## config.mk

```make
export PLATFORM = sky130hd
export DESIGN_NAME = source_destination
export DESIGN_NICKNAME = d
export VERILOG_FILES = /design/src/rtl/source_destination.sv
export SDC_FILE = /design/constraint.sdc
export NUM_CORES = 1
export LEC_CHECK = 0
export ABC_AREA = 1
export CAP_MARGIN = 20
export CORE_UTILIZATION = 50
export DETAILED_ROUTE_END_ITERATION = 8
export HOLD_SLACK_MARGIN = 0.08
export PLACE_DENSITY = 0.82
export SETUP_SLACK_MARGIN = 0.5
export SYNTH_ARGS = -nofsm -noshare
export SYNTH_HDL_FRONTEND = slang
export SYNTH_SLANG_ARGS = --single-unit
```

## constraint.sdc

```tcl
create_clock -name clk -period 1.9 [get_ports clk]
set_input_delay 0.19 -clock clk [delete_from_list [all_inputs] [get_ports clk]]
set_output_delay 0.19 -clock clk [all_outputs]
set_load 0.05 [all_outputs]
```

## src/rtl/source_destination.sv

```systemverilog
// Valid/ready word source plus in-order sink checker wrapped around a stage under test.
// Optional macro DST_BACKPRESSURE_EN makes the sink drop dst_ready one cycle in every eight.
module source_destination #(
    parameter int WIDTH = 9,
    parameter int DEPTH = 256
) (
    input  logic                       clk,
    input  logic                       s_rst,
    input  logic                       start,
    input  logic                       src_ready,
    output logic                       src_vaild,
    output logic [WIDTH-1:0]           src_data,
    input  logic                       dst_vaild,
    input  logic [WIDTH-1:0]           dst_data,
    output logic                       dst_ready,
    output logic                       src_done,
    output logic                       dst_done,
    output logic                       dst_err,
    output logic [$clog2(DEPTH+1)-1:0] dst_cnt
);

    localparam int CNT_W = $clog2(DEPTH + 1);

    function automatic logic [WIDTH-1:0] to_word(input logic [CNT_W-1:0] idx);
        return WIDTH'(idx);
    endfunction

    // ---------------- source side ----------------
    logic [CNT_W-1:0] tx_idx;
    logic [CNT_W-1:0] tx_next;
    logic             src_hs;
    logic             last_word;
    logic             more_left;

    assign src_hs    = src_vaild & src_ready;
    assign tx_next   = tx_idx + CNT_W'(1);
    assign last_word = (tx_next == CNT_W'(DEPTH));
    assign more_left = (tx_idx < CNT_W'(DEPTH));

    // tx_idx always names the word currently presented (or the next one to launch).
    always_ff @(posedge clk or negedge s_rst) begin
        if (!s_rst) begin
            tx_idx    <= '0;
            src_vaild <= 1'b0;
            src_data  <= '0;
            src_done  <= 1'b0;
        end else if (src_hs) begin
            tx_idx <= tx_next;
            if (last_word) begin
                src_vaild <= 1'b0;
                src_done  <= 1'b1;
            end else if (start) begin
                src_vaild <= 1'b1;
                src_data  <= to_word(tx_next);
            end else begin
                src_vaild <= 1'b0;
            end
        end else if (!src_vaild && start && more_left) begin
            src_vaild <= 1'b1;
            src_data  <= to_word(tx_idx);
        end
    end

    // ---------------- sink side ----------------
    logic [WIDTH-1:0] exp;
    logic [CNT_W-1:0] cnt_next;
    logic             dst_hs;
    logic             done_next;
    logic             ready_next;

    assign dst_hs    = dst_vaild & dst_ready & ~dst_done;
    assign cnt_next  = dst_cnt + CNT_W'(1);
    assign done_next = dst_done | (dst_hs & (cnt_next == CNT_W'(DEPTH)));

`ifdef DST_BACKPRESSURE_EN
    logic [2:0] pc;
    logic [2:0] pc_next;

    assign pc_next    = pc + 3'd1;
    assign ready_next = (pc_next != 3'd7) & ~done_next;

    always_ff @(posedge clk or negedge s_rst) begin
        if (!s_rst) begin
            pc <= 3'd0;
        end else begin
            pc <= pc_next;
        end
    end
`else
    assign ready_next = ~done_next;
`endif

    // Expected value keeps advancing after a mismatch so one bad word flags only itself.
    always_ff @(posedge clk or negedge s_rst) begin
        if (!s_rst) begin
            exp       <= '0;
            dst_cnt   <= '0;
            dst_err   <= 1'b0;
            dst_done  <= 1'b0;
            dst_ready <= 1'b0;
        end else begin
            dst_ready <= ready_next;
            dst_done  <= done_next;
            if (dst_hs) begin
                exp     <= exp + WIDTH'(1);
                dst_cnt <= cnt_next;
                if (dst_data != exp) begin
                    dst_err <= 1'b1;
                end
            end
        end
    end

endmodule

```

==> results, run 1 <==
- For this run, design rule violations remaining after detail routing come to 0.
- Timing would allow up to 0.6201 GHz.
- After the first detailed-routing iteration, the DRC count stood at 75.
- The detailed-placement wirelength estimate is 3.302 mm.
- The worst-path cell with the longest stage delay is sky130_fd_sc_hd__dfrtp_1.
- Setup violations remaining at the end of the flow were counted as 0.
- The number of failing hold endpoints at the final stage was 0.
- The placed cell count is 335.
- During I/O placement, the number of pins put on the boundary was 37.
- The maximum number of pins on one net before global-route repair is 23.
- The buffers plus inverters on the worst setup path is 1.
- The total area inside the core boundary comes to 3799 um2.
- In this run the number of cells on the critical path is 11.
- The fraction of final layout cells with drive strength greater than 1 is 0.3581.
- The initial antenna violation count came to 0.
- The synthesized area per cell is 8.330 um2.
- VDD sags by at most 0.0004569 V.
- The final critical delay including setup and external delays is 1613 ps.
- The peak fanout along the critical path is 6.
- The smallest hold slack is 377.2 ps.
- The summed area of non-filler cells in the final layout is 2957 um2.
- Of the synthesized area, sequential elements account for 0.4967.
- Counting the fill cells in the layout gives 251.
- The routed length on met1 is 2.254 mm.
- Synthesis produced a netlist whose cell count is 248.
- The die covers 4392 um2.
- The number of nets in the synthesized netlist is 266.
- Row generation in the floorplan step produced 22 rows.
- The depth of the most critical reg-to-reg path is 11.
- The routed design uses 2.503 mm of met2 wire.
- The total count of max-transition violations in the final report was 0.
- The yosys synthesis warning count is 0.
- The detailed-routing iteration count for the pre-antenna-repair pass is 4.
- In this run, synthesis produced a sequential element count of 41.
- The worst-case clock skew is 5.534 ps.
- Summed over all nets, the switching power comes to 336.3 uW.
- The final layout net count is 327.
- The area growth from synthesis to layout is 43.13%.
- The internal power component is 1.239 mW.
- The weighted congestion at the end of routability-driven global placement is 0.8564.
- The number of clock sinks is 41.
- The critical path goes through ha_4, inv_2, nand2_2, nand2_2, nor2_2, nand3_2, nor2_4, nand3_4, nand2_4, nand2_1, nand2_1.
- Setup slack on the worst reg-to-reg path comes out at 290 ps.
- Leaving out fill and tap cells, the most frequent cells in the layout are 57 x sky130_fd_sc_hd__nand2_1, 30 x sky130_fd_sc_hd__dfrtp_1, 24 x sky130_fd_sc_hd__inv_1.
- In the final routed layout, each cell accounts on average for 14.28 um.
- The clock passes through at most 2 buffers.
- After detailed routing, the number of vias per cell comes to 5.257.
- CTS built an H-tree with a depth of 2.
- The root buffer cell is sky130_fd_sc_hd__clkbuf_8.
- The worst register-to-register path ends at src_data[4].
- The worst max-slew margin expressed relative to the limit is 0.6690.
- The top metal layer carrying routed signals is met4.
- Setup repair after global routing could not meet its margin everywhere.
- The path type of the worst min-delay path is in -> async.
- At the pin with the least slew margin, the transition time is 498.4 ps.
- The via count of the routed design is 1882.
- The number of buffers added on ports is 36.
- The global-route congestion overflow total is 0.
- The startpoint kind of the worst setup timing path is a flip-flop.
- The clock group share of total power is 0.409.
- The critical path's largest stage delay is 410 ps.
- After detailed routing, the total wire length is 5.114 mm.
- The part of the power in registers is 0.553.
- TritonCTS built the clock tree.
- The number of global-route vias before repair was 1748.
- The later-pin clock latency in the skew report is 300 ps.
- The met3 routed wirelength is 248 um.
- The die is 66.28 um tall.
- The gate family responsible for the most delay along the worst path is simple AND/OR/NAND/NOR gates.
- The library cell used most frequently in the layout, excluding fill and tap cells, is sky130_fd_sc_hd__nand2_1.
- Data on the critical path is required at its endpoint by 2140 ps.
- The worst flop-to-flop path startpoint is tx_idx[0].
- The run finished with clean final reports.
- The switching share of power is 0.2135.
- The portion of the clock cycle consumed by the worst path in the final layout is 0.8488.
- The repair_antennas step left the layout with diodes totalling 0.
- The remaining antenna violation count is 0.
- Across every metal layer, demand over resource in global routing totals 0.2506.
- The worst path arrival time is 1850 ps.
- The CTS clock-pin slew for the worst setup and hold paths is 80 ps.
- The overall die width is 66.28 um.
- The static power due to leakage is 1.408 nW.
- The max-capacitance violation count is 0.
- The number of standard cells in the final layout excluding fillers is 358.
- The number of buffers created by CTS is 5.
- The startpoint-to-endpoint class of the critical path is reg -> reg.
- The power share of the combinational group is 0.038.
- The post-place instance area is 2604 um2.
- The sum of negative setup slack is 0 ps.
- The worst setup path is captured at a flip-flop.
- Synthesis instantiated 26 different standard cells from the library.
- The wire length of the first global-routing pass is 7.941 mm.
- For this design the ratio of total power to cell area is 532.9 nW/um2.
- The combined area of all synthesized cells is 2066 um2.
- The starting utilization of the core area is 0.5438.
worst reg2reg max path: cells and delay by family, from the launching register on:
kind	cells	cell delay, ps
buf+inv	1	40
flops	1	410
simple gates	9	900
fa+ha+maj	1	200
state kept, by name, indices dropped and copies added, names as in the netlist:
| signal | count |
|---|---|
| src_data | 9 |
| src_done | 1 |
| src_vaild | 1 |
| dst_ready | 1 |
| dst_done | 1 |
| tx_idx | 9 |
| exp | 9 |
| dst_cnt | 9 |
| dst_err | 1 |
what timing repair did:
item | CTS | global route
hold buffers | 1 | 0
gates resized for setup | 65 | 39
pin swaps | 9 | 16
setup buffers | 2 | 10
setup endpoints to repair | 34 | 30
gates cloned | 2 | 0
hold endpoints to repair | 20 | 0
worst max-delay path by stage:
stage	slack, ps	endpoint	start
finish	290	src_data[4]	tx_idx[0]
global route	220	src_data[4]	tx_idx[0]
CTS	370	src_data[4]	tx_idx[0]
detailed placement	140	src_data[4]	src_ready
global placement	200	src_vaild	src_ready
floorplan	420	src_data[1]	tx_idx[0]
power by group through the flow:
stage | clock network, mW | logic [mW] | registers, mW
2_1_floorplan | 0 | 0.00892 | 0.889
3_3_place_gp | 0 | 0.0584 | 0.889
3_5_place_dp | 0 | 0.0591 | 0.889
4_1_cts | 0.653 | 0.0613 | 0.871
5_1_grt | 0.682 | 0.0665 | 0.872
6_report | 0.645 | 0.0596 | 0.871
cell usage after synthesis (all sizes together):
cell / instances / area share
ha: 4 / 0.024
inv: 28 / 0.051
xnor2: 10 / 0.042
a21oi: 3 / 0.0091
nand3: 25 / 0.068
o21ai: 16 / 0.039
nand4: 3 / 0.0091
nor2: 22 / 0.044
xor2: 12 / 0.051
nand2: 75 / 0.14
clkinv: 1 / 0.0018
clkbuf: 1 / 0.0018
buf: 2 / 0.0061
nor3: 2 / 0.0048
o31ai: 1 / 0.0036
o22ai: 1 / 0.0030
dfrtp: 41 / 0.50
or2: 1 / 0.0030
logic make-up (layout without fill, tap and decap cells):
| group | Yosys count | in the layout | share of synthesized area |
|---|---|---|---|
| xor gates and xnor gates | 22 | 22 | 0.09327 |
| adders and majority gates | 4 | 4 | 0.02423 |
| and+or+nand+nor | 128 | 130 | 0.2708 |
| AOI/OAI and AO/OA | 21 | 21 | 0.05451 |
| DFF | 41 | 41 | 0.4967 |
| buffers and inverters | 32 | 92 | 0.06056 |
cell type report:
cell class              count  area (um2)  share of cell area
flip-flops and latches     41        1040              0.3517
well taps                  48       60.06             0.02031
multi-input cells         177        1169              0.3953
clock inverters             1       8.758            0.002962
clock buffers               7       96.34             0.03259
inverters                  29       110.1             0.03724
repair buffers             55       473.0              0.1600
routing by layer:
metal  global-route usage  vias to the layer above
met5                    0                        -
met4               0.1117                        0
met2               0.3839                       52
li1                     -                      904
met3              0.05172                       10
met1               0.3420                      916
through the flow:
step | setup WS, ps | total power [mW] | utilization
floorplan | 415.7 | 0.8982 | -
global placement | 196.9 | 0.9474 | 0.6854
detailed placement | 136.4 | 0.9481 | 0.6854
CTS | 368.6 | 1.586 | 0.7487
global route | 222.0 | 1.620 | 0.7783
finish | 287.3 | 1.576 | 0.7783
Note: power is estimated with default switching activity, not from simulation.
==> run 2: changes to the inputs <==
==> constraint.sdc (replaced) <==
create_clock -name clk -period 1.6 [get_ports clk]
set_input_delay 0.16 -clock clk [delete_from_list [all_inputs] [get_ports clk]]
set_output_delay 0.16 -clock clk [all_outputs]
set_load 0.05 [all_outputs]
==> run 2 against run 1 <==
Via count rose by 15%; final area rose by 17%; critical path depth fell by 1; sequential power rose by 19%; clock power rose by 13%; die area did not move; critical path type unchanged; the flow now finishes with violations (setup timing); clock skew rose by 10 ps; sequential share of layout area fell by 5.0 points; sequential cell count did not move; fmax fell by 6.2%; critical endpoint is now src_data[5].
==> results, run 2 (same netlist as run 1, synthesis figures left out) <==
- The run finished, with violations left.
- The final reports fail on setup timing.
- The floorplan die area is 4392 um2.
- The height of the die is 66.28 um.
- For this design the top-level I/O count stands at 37.
- The number of standard cells in the final layout excluding fillers is 378.
- The floorplan has 22 rows.
- The peak fanout along the critical path is 4.
- In the global route stage, overall resource usage came out at 0.2583.
- The path type of the worst min-delay path is in -> async.
- The maximum number of buffers from clock root to sink is 2.
- The later-pin clock latency in the skew report is 310 ps.
- The weighted congestion at the end of routability-driven global placement is 0.7951.
- Of the total power, the clock network draws 0.397.
- The HPWL after detailed placement is 3.187 mm.
- The part of the power in registers is 0.561.
- TritonCTS built the clock tree.
- In the final layout, the share of cells above drive strength 1 is 0.5485.
- The worst max-slew margin expressed relative to the limit is 0.7967.
- The number of failing hold endpoints at the final stage came to 0.
- For this design the ratio of total power to cell area is 534.2 nW/um2.
- The tool flagged a number of max-cap violations equal to 0.
- Timing would allow up to 0.5818 GHz.
- The startpoint-to-endpoint class of the critical path is reg -> reg.
- Leaving out fill and tap cells, the most frequent cells in the layout are 49 x sky130_fd_sc_hd__nand2_1, 31 x sky130_fd_sc_hd__buf_4, 28 x sky130_fd_sc_hd__dfrtp_1.
- Summed over all layers, the routed wires come to 7.562 mm.
- In this run the standard cell core region covers 3799 um2.
- Setup repair after global routing could not meet its margin everywhere.
- The root buffer cell is sky130_fd_sc_hd__clkbuf_8.
- The worst path arrival time is 1900 ps.
- The diode insertion count for antenna repair is 0.
- The first TritonRoute pass finished after 5 iterations.
- The number of DRC markers in iteration 0 is 252.
- Of the available clock period, the critical path in the final layout requires 1.074.
- The via density per instance is 5.749.
- After detailed routing, the number of remaining DRC violations is 0.
- Cell internal power was estimated by the tool at 1.427 mW.
- Of the total power, the share spent switching nets is 0.2258.
- Summed over all nets, the switching power comes to 416.2 uW.
- After detailed routing, the average wire length per cell comes to 20.01 um.
- TritonCTS created 5 clock buffers.
- The worst setup path is captured at a flip-flop.
- The H-tree depth is 2.
- OpenSTA, run right after detailed placement, puts the worst setup slack at 17.45 ps.
- The total overflow left after global routing is 0.
- The initial utilization of the core area, before any placement, comes to 0.5438.
- The summed area of non-filler cells in the final layout is 3451 um2.
- For this run, the post-layout net count is 347.
- The required time at the endpoint of the critical path is 1780 ps.
- The most common cell after layout, fill and taps aside is sky130_fd_sc_hd__nand2_1.
- Summing all placed instances gives a cell area of 2586 um2.
- Subtracting the final worst setup slack from the clock period gives 1719 ps.
- The clock drives 41 sinks.
- The wire length of the first global-routing pass is 8.342 mm.
- The die is 66.28 um wide.
- The final route contains 2173 vias.
- In this design, the stage delay of the slowest critical-path cell is 420 ps.
- The final total power is 1.843 mW.
- The tightest hold path in the finished design has a slack of 223.2 ps.
- The sum of negative setup slack is -774.9 ps.
- The minimum setup slack in the final design is -118.9 ps.
- For this run, the share of the core covered by cells in the final layout is 0.9084.
- The number of buffers added on ports is 36.
- The number of global-route vias before repair was 1868.
- The worst setup path is launched from a flip-flop.
- Across the routed clock network, the largest skew measured is 15.89 ps.
- The CTS clock-pin slew for the worst setup and hold paths is 90 ps.
- The analysis attributes to cell leakage a power of 1.639 nW.
- The total count of max-transition violations in the final report came to 0.
- Traced cell by cell, the critical path runs through ha_4, nand2_2, nand2_2, nor2_2, nand3_2, nor2_4, nand3_4, buf_6, nand3_2, nand2_1.
- The initial antenna violation count is 0.
- The placed cell count is 339.
- Relative to the synthesized area, the layout overhead comes to 67.05%.
- The transition time at the pin with the least slew margin is 304.0 ps.
- The remaining antenna violation count is 0.
- The worst-path cell with the longest stage delay is sky130_fd_sc_hd__dfrtp_1.
- The worst supply voltage drop on vdd is 0.0004314 V.
- Of the total power, combinational logic draws 0.041.
- The final-report setup violation count is 10.
- The maximum number of pins on one net before global-route repair is 21.
==> run 2: final timing paths <==
path,start,endpoint,slack [ps],depth (start not counted)
max in group asynchronous,s_rst,tx_idx[4],820,3
min in group clk,dst_err,dst_err,480,2
setup / recovery,tx_idx[1],src_data[5],-120,10
hold / removal,s_rst,dst_done,220,2
hold reg to reg,dst_err,dst_err,480,2
setup reg to reg,tx_idx[1],src_data[5],-120,10
==> run 2: repair_timing <==
action,CTS,global route
endpoints found under the hold margin,41,0
gates cloned,0,2
pin swaps,19,32
setup endpoints to repair,34,47
hold buffers,1,0
resized for setup,36,103
setup buffers,14,14
==> run 2: area by class of cell <==
type,count,area [um2]
clock buffers,8,90.09
flip-flops and latches,41,1042
multi-input cells,176,1374
inverters,29,123.9
well taps,48,60.06
repair buffers,76,760.7
fillers,129,347.8
==> run 2: worst max-delay path, delay by kind of cell, from the launching register on <==
kind          cells  cell delay (ps)
buf+inv           1              170
simple gates      8              800
flops             1              420
fa+ha+maj         1              200
==> run 2: power groups by stage <==
stage / Clock [mW] / Sequential, mW / Combinational [mW]
5_1_grt: 0.779 / 1.03 / 0.0844
2_1_floorplan: 0 / 1.06 / 0.0106
6_report: 0.732 / 1.04 / 0.0760
3_3_place_gp: 0 / 1.06 / 0.0696
4_1_cts: 0.721 / 1.04 / 0.0738
3_5_place_dp: 0 / 1.06 / 0.0711
==> run 2: layer usage <==
layer	part of all wire	global-route usage
met3	0.074	0.05862
met5	0	0
met1	0.38	0.3146
met4	0.050	0.08511
met2	0.50	0.4477
